$ cat src/rtl/mult_div_pkg.sv
// Shared constants, op encodings and FSM state codes for the HI/LO multiply/divide unit.
package mult_div_pkg;

    localparam int unsigned MD_WIDTH   = 32;
    localparam int unsigned ITER_COUNT = 32;

    localparam logic [2:0] OP_MULT  = 3'd0;
    localparam logic [2:0] OP_MULTU = 3'd1;
    localparam logic [2:0] OP_DIV   = 3'd2;
    localparam logic [2:0] OP_DIVU  = 3'd3;
    localparam logic [2:0] OP_MTHI  = 3'd4;
    localparam logic [2:0] OP_MTLO  = 3'd5;

    typedef logic [1:0] mdState_t;
    localparam mdState_t IDLE = 2'd0;
    localparam mdState_t ITER = 2'd1;
    localparam mdState_t FIX  = 2'd2;

    function automatic logic [MD_WIDTH-1:0] magnitude(input logic [MD_WIDTH-1:0] x,
                                                      input logic neg);
        return neg ? (~x + 1'b1) : x;
    endfunction

endpackage

$ cat src/rtl/mult_div_unit.sv
// Iterative HI/LO multiply/divide unit: 32-step shift-add multiply and restoring divide on
// unsigned magnitudes, with sign correction applied in a final FIX cycle.
module mult_div_unit
    import mult_div_pkg::*;
(
    input  logic                Clk,
    input  logic                Rst,
    input  logic                Start,
    input  logic [2:0]          Op,
    input  logic [MD_WIDTH-1:0] OperandA,
    input  logic [MD_WIDTH-1:0] OperandB,
    output logic                Busy,
    output logic                Done,
    output logic [MD_WIDTH-1:0] Hi,
    output logic [MD_WIDTH-1:0] Lo
);

    localparam logic [5:0] LAST_STEP = 6'(ITER_COUNT - 1);

    mdState_t              state, stateNext;
    logic [5:0]            count;
    logic [2*MD_WIDTH-1:0] acc;
    logic [MD_WIDTH-1:0]   opB;
    logic                  isDiv, negA, negB, divZero;

    logic                  signedOp;
    logic [MD_WIDTH-1:0]   magA, magB;
    logic [MD_WIDTH:0]     mulSum;
    logic [2*MD_WIDTH-1:0] mulStep;
    logic [MD_WIDTH:0]     divShift;
    logic [MD_WIDTH+1:0]   divDiff;
    logic [2*MD_WIDTH-1:0] divStep;
    logic [2*MD_WIDTH-1:0] prodOut;
    logic [MD_WIDTH-1:0]   fixHi, fixLo;

    always_comb begin
        stateNext = state;
        case (state)
            IDLE: if (Start && (Op <= OP_DIVU)) stateNext = ITER;
            ITER: if (count == LAST_STEP) stateNext = FIX;
            FIX:  stateNext = IDLE;
            default: stateNext = IDLE;
        endcase
    end

    always_comb begin
        signedOp = (Op == OP_MULT) || (Op == OP_DIV);
        magA     = magnitude(OperandA, signedOp & OperandA[MD_WIDTH-1]);
        magB     = magnitude(OperandB, signedOp & OperandB[MD_WIDTH-1]);

        // Multiply: acc = {partial product, remaining multiplier bits}
        mulSum   = {1'b0, acc[2*MD_WIDTH-1:MD_WIDTH]} + {1'b0, opB};
        mulStep  = acc[0] ? {mulSum, acc[MD_WIDTH-1:1]} : {1'b0, acc[2*MD_WIDTH-1:1]};

        // Divide: acc = {partial remainder, dividend bits shifting into quotient}
        divShift = {acc[2*MD_WIDTH-1:MD_WIDTH], acc[MD_WIDTH-1]};
        divDiff  = {1'b0, divShift} - {2'b0, opB};
        divStep  = divDiff[MD_WIDTH+1]
                 ? {divShift[MD_WIDTH-1:0], acc[MD_WIDTH-2:0], 1'b0}
                 : {divDiff[MD_WIDTH-1:0], acc[MD_WIDTH-2:0], 1'b1};

        prodOut  = (negA ^ negB) ? (~acc + 64'd1) : acc;
        if (isDiv) begin
            fixHi = magnitude(acc[2*MD_WIDTH-1:MD_WIDTH], negA);
            fixLo = divZero ? '1 : magnitude(acc[MD_WIDTH-1:0], negA ^ negB);
        end else begin
            fixHi = prodOut[2*MD_WIDTH-1:MD_WIDTH];
            fixLo = prodOut[MD_WIDTH-1:0];
        end
    end

    always_ff @(posedge Clk) begin
        if (!Rst) begin
            state   <= IDLE;
            count   <= '0;
            acc     <= '0;
            opB     <= '0;
            isDiv   <= 1'b0;
            negA    <= 1'b0;
            negB    <= 1'b0;
            divZero <= 1'b0;
            Busy    <= 1'b0;
            Done    <= 1'b0;
            Hi      <= '0;
            Lo      <= '0;
        end else begin
            state <= stateNext;
            Done  <= 1'b0;
            case (state)
                IDLE: begin
                    if (Start) begin
                        case (Op)
                            OP_MULT, OP_MULTU: begin
                                acc     <= {{MD_WIDTH{1'b0}}, magB};
                                opB     <= magA;
                                isDiv   <= 1'b0;
                                divZero <= 1'b0;
                            end
                            OP_DIV, OP_DIVU: begin
                                acc     <= {{MD_WIDTH{1'b0}}, magA};
                                opB     <= magB;
                                isDiv   <= 1'b1;
                                divZero <= (OperandB == '0);
                            end
                            OP_MTHI: Hi <= OperandA;
                            OP_MTLO: Lo <= OperandA;
                            default: ;
                        endcase
                        if (Op <= OP_DIVU) begin
                            negA  <= signedOp & OperandA[MD_WIDTH-1];
                            negB  <= signedOp & OperandB[MD_WIDTH-1];
                            count <= '0;
                            Busy  <= 1'b1;
                        end
                    end
                end
                ITER: begin
                    acc   <= isDiv ? divStep : mulStep;
                    count <= count + 6'd1;
                end
                FIX: begin
                    Hi   <= fixHi;
                    Lo   <= fixLo;
                    Done <= 1'b1;
                    Busy <= 1'b0;
                end
                default: ;
            endcase
        end
    end

endmodule
$ cat config.mk
export PLATFORM = sky130hd
export DESIGN_NAME = mult_div_unit
export DESIGN_NICKNAME = d
export VERILOG_FILES = /design/src/rtl/mult_div_pkg.sv /design/src/rtl/mult_div_unit.sv
export SDC_FILE = /design/constraint.sdc
export NUM_CORES = 1
export LEC_CHECK = 0
export ABC_AREA = 1
export BUFFER_PORTS_ARGS = -buffer_cell sky130_fd_sc_hd__buf_2
export CORE_ASPECT_RATIO = 1.4
export CORE_UTILIZATION = 63
export DETAILED_ROUTE_END_ITERATION = 10
export GPL_ROUTABILITY_DRIVEN = 0
export PLACE_DENSITY = 0.89
export SYNTH_ARGS = -nofsm -noshare
export SYNTH_HDL_FRONTEND = slang
export SYNTH_SLANG_ARGS = --single-unit
$ cat constraint.sdc
create_clock -name Clk -period 2.9 [get_ports Clk]
set_input_delay 0.29 -clock Clk [delete_from_list [all_inputs] [get_ports Clk]]
set_output_delay 0.29 -clock Clk [all_outputs]
set_load 0.02 [all_outputs]
==> results of run 1 <==
## per-stage QoR
step                      worst slack [ns]  hold WS, ns  cell area [um2]
after CTS                            0.190        0.150            19800
after detailed placement             0.212        0.452            19200
after global placement               0.301        0.450            19200
after floorplan                      0.634        0.445            18100
## synthesized netlist by cell type (5+ instances only)
master and count:
a21o_1 5, a21oi_1 289, a31oi_1 16, and2_1 5, buf_1 11, buf_2 25, buf_4 5, clkbuf_1 73
dfxtp_1 174, ha_1 69, inv_1 477, inv_2 11, nand2_1 889, nand2_2 18, nand3_1 277, nand3_2 10
nand3b_1 11, nand4_1 66, nor2_1 352, nor2_4 6, nor3_1 40, o211ai_1 29, o21ai_0 216, o21ai_1 21
o21bai_1 7, o221ai_1 8, o31ai_1 8, or2_2 14, xnor2_1 7, xor2_1 60
## logic make-up after synthesis
logic type	after synthesis
and+or+nand+nor	1710
AOI/OAI and AO/OA	621
buffers and inverters	607
DFF	174
adders and majority gates	71
xor gates and xnor gates	67
## routing by layer
metal  global-route usage, %  overflow
met3                    31.8         0
met4                    61.1         2
met2                    81.3         2
met1                    60.6         0
met5                    3.33         0
==> flow_summary_export.csv, run 1 <==
group,metric,value,unit
logic_synthesis,async_reset_ff_share,0,%
logic_synthesis,synth_area_leaders,"dfxtp_1 (19%), nand2_1 (18%), inv_1 (9.9%)",
logic_synthesis,yosys_warnings,0,
die,io_pins,136,
logic_synthesis,synth.cell_area,18100,um2
clock_network,cts.sinks,174,
logic_synthesis,synth-xor-area-share,3.25,%
logic_synthesis,synth_compound_area_share,18.7,%
logic_synthesis,syn_area_per_cell,5.56,um2
logic_synthesis,synthMuxAreaShare,0,%
logic_synthesis,syn_inst,3250,
die,start_util,63.8,%
clock_network,cts-root-buf,"clkbuf_16",
die,die_h,202,um
clock_network,clock_path_buffers,2,
logic_synthesis,yosysUniqueCellTypes,60,
logic_synthesis,synth_top_family_by_area,"simple AND/OR/NAND/NOR gates",
logic_synthesis,synth_fa_ha_area_share,5.00,%
logic_synthesis,synthFlopType,"dfxtp_1",
logic_synthesis,synth_nets,3391,
logic_synthesis,synth_edf_count,0,
clock_network,cts_resized,0,
global_routing,grt_usage,58.7,%
run_status,error,"[ERROR GRT-0232] Routing congestion too high. Check the congestion heatmap in the GUI.",
logic_synthesis,netlist.area_leader.share,19.3,%
clock_network,ctsHoldBuffers,0,
logic_synthesis,synth_top_area_cell,"dfxtp_1",
global_routing,grt.overflow.total,4,
place,dp_cells,3702,
clock_network,cts_buffers,17,
place,io_buffers,135,
clock_network,h-tree-depth,4,
die,rows,73,
run_status,lastStage,"5_1_grt",
run_status,outcome,"aborted with a tool error",
die,fp.dieW,145,um
logic_synthesis,yosysSeqAreaShare,19.3,%
logic_synthesis,synth_seq_cells,174,
clock_network,postCtsSetupRepairBufs,0,
global_routing,grt_max_degree,120,
logic_synthesis,yosys.area_share.simple,40.7,%
place,hpwl,59900,um
==> run 2: changes to the inputs <==
- CORE_ASPECT_RATIO: 1.4 -> not set
- CORE_UTILIZATION: 63 -> 40
- PLACE_DENSITY: 0.89 -> not set
- PLACE_DENSITY_LB_ADDON: not set -> 0.15
==> run 2 against run 1 <==
The run now ends clean. Synthesized cell count stayed put. Area after synthesis stayed put.
==> flow_summary_export.csv, run 2 <==
group,metric,value,unit
worst_setup_path,critical_path_class,"reg -> reg",
power,clkPwrFrac,23.9,%
route,drt_iter0_drc,3077,
logic_synthesis,synth_seq_cells,174,
power,p_sw,0.00508,W
worst_setup_path,r2r_cells,14,
logic_synthesis,synth.cell_area,18100,um2
sta,fmax,0.361,GHz
sta,rsz0062_at_grt,"false",
logic_synthesis,synthFlopType,"dfxtp_1",
worst_setup_path,cp_top_family,"simple AND/OR/NAND/NOR gates",
worst_setup_path,critPathBufInv,1,
die,die_h,215,um
route,drc,0,
layout,largest_register_ffs,64,
layout,fillers,4916,
sta,worstMarginPinSlew,0.938,ns
clock_network,ctsHoldBuffers,0,
global_routing,grt_pass1_vias,20953,
logic_synthesis,yosysUniqueCellTypes,60,
place,hpwl,66000,um
layout,drive_gt1_share,9.97,%
sta,clock_skew,0.0310,ns
logic_synthesis,synth_top_area_cell,"dfxtp_1",
global_routing,grt_usage,35.4,%
place,io_buffers,135,
die,die_area,46000,um2
sta,max_slew_margin,37.4,%
worst_setup_path,crit_chain,"buf_4 > ha_1 > nand2_1 > nor2_2 > nand3_1 > nand3_2 > nand2_1 > nand4_1 > nand3_1 > nand2_1 > nand2_1 > nor2_1 > nor2_1 > nor2_1",
route,firstDrtPassIters,6,
layout,final_cell_mix,"nand2_1 (889), inv_1 (477), nor2_1 (349)",
worst_setup_path,path_depth,14,
route,viasPerCell,5.73,
layout,final_common_cell,"nand2_1",
clock_network,cts.sinks,174,
power,combPwrFrac,49.2,%
clock_network,clock_latency,0.49,ns
die,start_util,40.7,%
logic_synthesis,synth_edf_count,0,
route,ant_nets,0,
power,cellLeakagePower,10.4,nW
layout,area_growth_syn_to_layout,12.2,%
worst_setup_path,crit_required,3.31,ns
layout,diodes,0,
sta,fin_setup_tns,0,ns
logic_synthesis,netlist.area_leader.share,19.3,%
logic_synthesis,syn_area_per_cell,5.56,um2
logic_synthesis,yosys-top-cells-count,"nand2_1 (889), inv_1 (477), nor2_1 (352)",
logic_synthesis,synth_area_leaders,"dfxtp_1 (19%), nand2_1 (18%), inv_1 (9.9%)",
logic_synthesis,synth_nets,3391,
sta,fin_ws,0.133,ns
global_routing,antenna_found_initial,2,
die,rows,77,
die,io_pins,136,
power,sw_frac_of_total,49.0,%
worst_setup_path,slowest_delay,0.36,ns
min_path,min_path_cells,3,
power,vdd.ir_drop.worst,0.472,mV
route,wl,83300,um
sta,period_share,95.4,%
logic_synthesis,synth_most_common_cell,"nand2_1",
global_routing,grt.overflow.total,0,
die,core,44400,um2
clock_network,cts_buffers,17,
power,seqPwrFrac,26.9,%
place,post-place-ws,0.0850,ns
worst_setup_path,critical_path.startpoint_type,"register",
logic_synthesis,yosysSeqAreaShare,19.3,%
sta,min_period,2.77,ns
logic_synthesis,syn_inst,3250,
worst_setup_path,cp-end-kind,"register",
sta,slew_violations,0,
sta,hold_viol,0,
die,fp.dieW,215,um
layout,layout.nets,3508,
global_routing,grt_max_degree,129,
min_path,hold_path.class,"in -> reg",
clock_network,clock_path_buffers,2,
clock_network,cts_tree,"yes",
job,drv_cap,0,
worst_setup_path,worst-path-max-fanout,8,
power,p_per_area,511,nW/um2
global_routing,grt_pass1_wl,125000,um
worst_setup_path,slowest_stage,"ha_1",
run_status,outcome,"finished clean",
sta,setup_violations,0,
clock_network,path_clk_slew,0.10,ns
route,dr_total_vias,22777,
route,wire_per_inst,21.0,um
clock_network,h-tree-depth,4,
worst_setup_path,arrival,3.17,ns
worst_setup_path,crit_path_frequent_cell,"nand2_1",
clock_network,cts-root-buf,"clkbuf_16",
power,internal-power,0.00528,W
logic_synthesis,async_reset_ff_share,0,%
logic_synthesis,yosys_warnings,0,
layout,regMostFlops,"acc",
[run 2: cell counts after synthesis]
Identical to the previous run, type by type.
[run 2: final cells by class]
class | instances | area [um2] | share of cell area [%]
Multi-Input combinational cell | 2470 | 12200 | 60.4
Clock inverter | 15 | 180 | 0.889
Sequential cell | 174 | 3490 | 17.2
Timing Repair Buffer | 215 | 1350 | 6.68
Clock buffer | 17 | 425 | 2.10
Tap cell | 592 | 741 | 3.65
Inverter | 489 | 1840 | 9.07
[run 2: repair_timing]
item	CTS	global route
buffers inserted	0	8
gates resized for setup	0	6
endpoints found under the setup margin	0	15
[run 2: logic make-up after synthesis]
family	Yosys count	share of synthesized area (%)
xor+xnor	67	3.25
flops	174	19.3
compound gates	621	18.7
simple gates	1710	40.7
fa+ha+maj	71	5.00
buf+inv	607	13.1
[run 2: stage by stage]
stage | utilization, % | hold WS, ns | cell area (um2) | cells | total power (W)
global placement | 44.1 | 0.450 | 19600 | 3931 | 0.00758
detailed placement | 44.1 | 0.469 | 19600 | 3931 | 0.00762
global route | 45.6 | 0.168 | 20300 | 3972 | 0.0109
CTS | 45.4 | 0.149 | 20200 | 3963 | 0.0101
finish | 45.6 | 0.159 | 20300 | 3972 | 0.0104
floorplan | - | 0.445 | 18100 | 3250 | 0.00612
[run 2: power groups by stage]
stage          clock (W)  sequential (W)  combinational (W)
2_1_floorplan          0         0.00282            0.00331
3_3_place_gp           0         0.00282            0.00476
3_5_place_dp           0         0.00283            0.00479
4_1_cts          0.00248         0.00278            0.00481
5_1_grt          0.00258         0.00280            0.00552
6_report         0.00247         0.00279            0.00509
[run 2: layer usage]
layer	vias up	track usage [%]	part of all wire (%)
met5	-	0	0.023
met4	2	22.0	7.2
met3	255	6.96	11
met2	1402	52.7	41
met1	10365	46.7	40
li1	10753	-	-
[run 2: worst paths after layout]
kind / slack, ns / from / endpoint
min reg2reg: 0.48 / Busy$_SDFFE_PN0P_ / Busy$_SDFFE_PN0P_
max reg2reg: 0.13 / acc[38]$_SDFFE_PN0P_ / acc[56]$_SDFFE_PN0P_
min: 0.16 / OperandA[0] / Lo[0]$_SDFFE_PN0P_
max: 0.13 / acc[38]$_SDFFE_PN0P_ / acc[56]$_SDFFE_PN0P_
[run 2: worst min-delay path: stages]
cell	delay, ns
buf_2	0.14
nand2_1	0.09
a31oi_1	0.08
No activity file was read; power rests on OpenSTA's default activity.
==> run 3: changes to the inputs <==
- clock period: 2.9 -> 2.92 ns (I/O delays scaled with it)
==> run 3 against run 2 <==
Hold slack improved by 0.0037 ns. Via count barely moved. Flip-flop and latch count did not move. Final cell count fell by 0.13%. Count of clock-buffer cells in the layout did not move. Critical path depth fell by 1.
==> flow_summary_export.csv, run 3 (synthesis gave the netlist of run 2 again) <==
group,metric,value,unit
sta,period_share,93.6,%
power,p_per_area,501,nW/um2
route,drt_iter0_drc,2923,
clock_network,clock_path_buffers,2,
layout,multi_input_area,12200,um2
clock_network,cts_buffers,17,
place,dp_cells,3930,
layout,area_growth_syn_to_layout,11.6,%
global_routing,grt.overflow.total,0,
sta,fin_ws,0.187,ns
clock_network,path_clk_slew,0.08,ns
clock_network,ctsHoldBuffers,0,
route,firstDrtPassIters,8,
sta,fmax,0.366,GHz
run_status,outcome,"finished clean",
worst_setup_path,arrival,3.08,ns
sta,setup_violations,0,
worst_setup_path,critical_path.startpoint_type,"register",
sta,min_period,2.73,ns
place,hpwl,65800,um
sta,max_slew_margin,39.5,%
die,core,44400,um2
sta,rsz0062_at_grt,"false",
global_routing,grt_pass1_vias,20808,
power,power,0.0101,W
die,die_area,46000,um2
global_routing,grt_pass1_wl,123000,um
layout,layout.nets,3502,
die,die_h,215,um
layout,regMostFlops,"acc",
sta,fin_setup_tns,0,ns
layout,fillers,4920,
sta,clock_skew,0.0142,ns
clock_network,cts.sinks,174,
worst_setup_path,critPathBufInv,1,
place,post-place-ws,0.0830,ns
clock_network,h-tree-depth,4,
die,fp.dieW,215,um
sta,slew_violations,0,
worst_setup_path,cp-end-kind,"register",
layout,largest_register_ffs,64,
worst_setup_path,slowest_delay,0.57,ns
route,wire_per_inst,20.7,um
route,ant_nets,0,
layout,drive_gt1_share,9.75,%
clock_network,cts-root-buf,"clkbuf_16",
clock_network,clock_latency,0.47,ns
power,cellLeakagePower,10.3,nW
layout,final_cell_mix,"nand2_1 (889), inv_1 (477), nor2_1 (350)",
sta,hold_viol,0,
die,rows,77,
global_routing,grt_max_degree,69,
die,io_pins,136,
layout,final_common_cell,"nand2_1",
worst_setup_path,crit_required,3.26,ns
job,drv_cap,0,
route,viasPerCell,5.74,
worst_setup_path,critical_path_class,"reg -> reg",
sta,worstMarginPinSlew,0.906,ns
place,io_buffers,135,
worst_setup_path,crit_chain,"ha_1 > nand2_2 > inv_1 > a21oi_1 > nand3_1 > nand2_1 > nand2_2 > nand2_4 > nand2_8 > nor2_4 > nand2_1 > nand3_1 > a21oi_1",
route,drc,0,
route,dr_total_vias,22779,
worst_setup_path,cp_top_family,"simple AND/OR/NAND/NOR gates",
route,wl,82300,um
worst_setup_path,worst-path-max-fanout,23,
layout,fin_cells,3967,
worst_setup_path,slowest_stage,"dfxtp_1",
global_routing,antenna_found_initial,1,
power,vdd.ir_drop.worst,0.515,mV
die,start_util,40.7,%
global_routing,grt_usage,34.8,%
min_path,hold_path.class,"in -> reg",
layout,seqCellArea,3490,um2
clock_network,cts_tree,"yes",
-- run 3: per-stage QoR --
| step | hold WS (ns) | util (%) | area [um2] |
|---|---|---|---|
| after CTS | 0.151 | 45.3 | 20100 |
| after floorplan | 0.445 | - | 18100 |
| after global placement | 0.458 | 44.0 | 19500 |
| after global routing | 0.157 | 45.4 | 20200 |
| after detailed placement | 0.461 | 44.0 | 19500 |
| final | 0.162 | 45.4 | 20200 |
-- run 3: path summary, 6_finish.rpt --
check,cells past startpoint,slack (ns),from,end
worst max-delay path,13,0.19,acc[39]$_SDFFE_PN0P_,acc[47]$_SDFFE_PN0P_
worst max register to register,13,0.19,acc[39]$_SDFFE_PN0P_,acc[47]$_SDFFE_PN0P_
worst min-delay path,3,0.16,OperandA[0],opB[0]$_SDFFE_PN0P_
worst min register to register,2,0.47,Busy$_SDFFE_PN0P_,Busy$_SDFFE_PN0P_
-- run 3: where the power goes --
| part | switching [W] | total [W] | internal (W) |
|---|---|---|---|
| registers | 0.000220 | 0.00278 | 0.00256 |
| clock network | 0.00122 | 0.00236 | 0.00113 |
| logic | 0.00351 | 0.00497 | 0.00146 |
| total | 0.00495 | 0.0101 | 0.00516 |
-- run 3: worst min-delay path: cells and delay by family --
| family | cells | cell delay, ns |
|---|---|---|
| compound gates | 1 | 0.08 |
| buf+inv | 1 | 0.14 |
| simple gates | 1 | 0.07 |
-- run 3: routing by layer --
layer / wire, um / track usage (%) / up-vias
li1: - / - / 10722
met4: 5390 / 19.8 / 0
met3: 9500 / 7.91 / 231
met1: 33400 / 45.9 / 10479
met2: 34000 / 52.0 / 1347
met5: 0 / 0 / -
-- run 3: what timing repair did --
item	in CTS	in global routing
setup buffers	0	4
resized for setup	0	4
setup endpoints to repair	0	14
endpoints found under the hold margin	0	0
-- run 3: area by class of cell --
cell class                 count  area share [%]
tap                          592            3.67
clock buffer                  17            2.11
inverter                     489            9.12
timing repair buffer         209            6.31
sequential                   174            17.3
antenna                        1          0.0124
multi-input combinational   2470            60.7
clock inverter                15           0.764
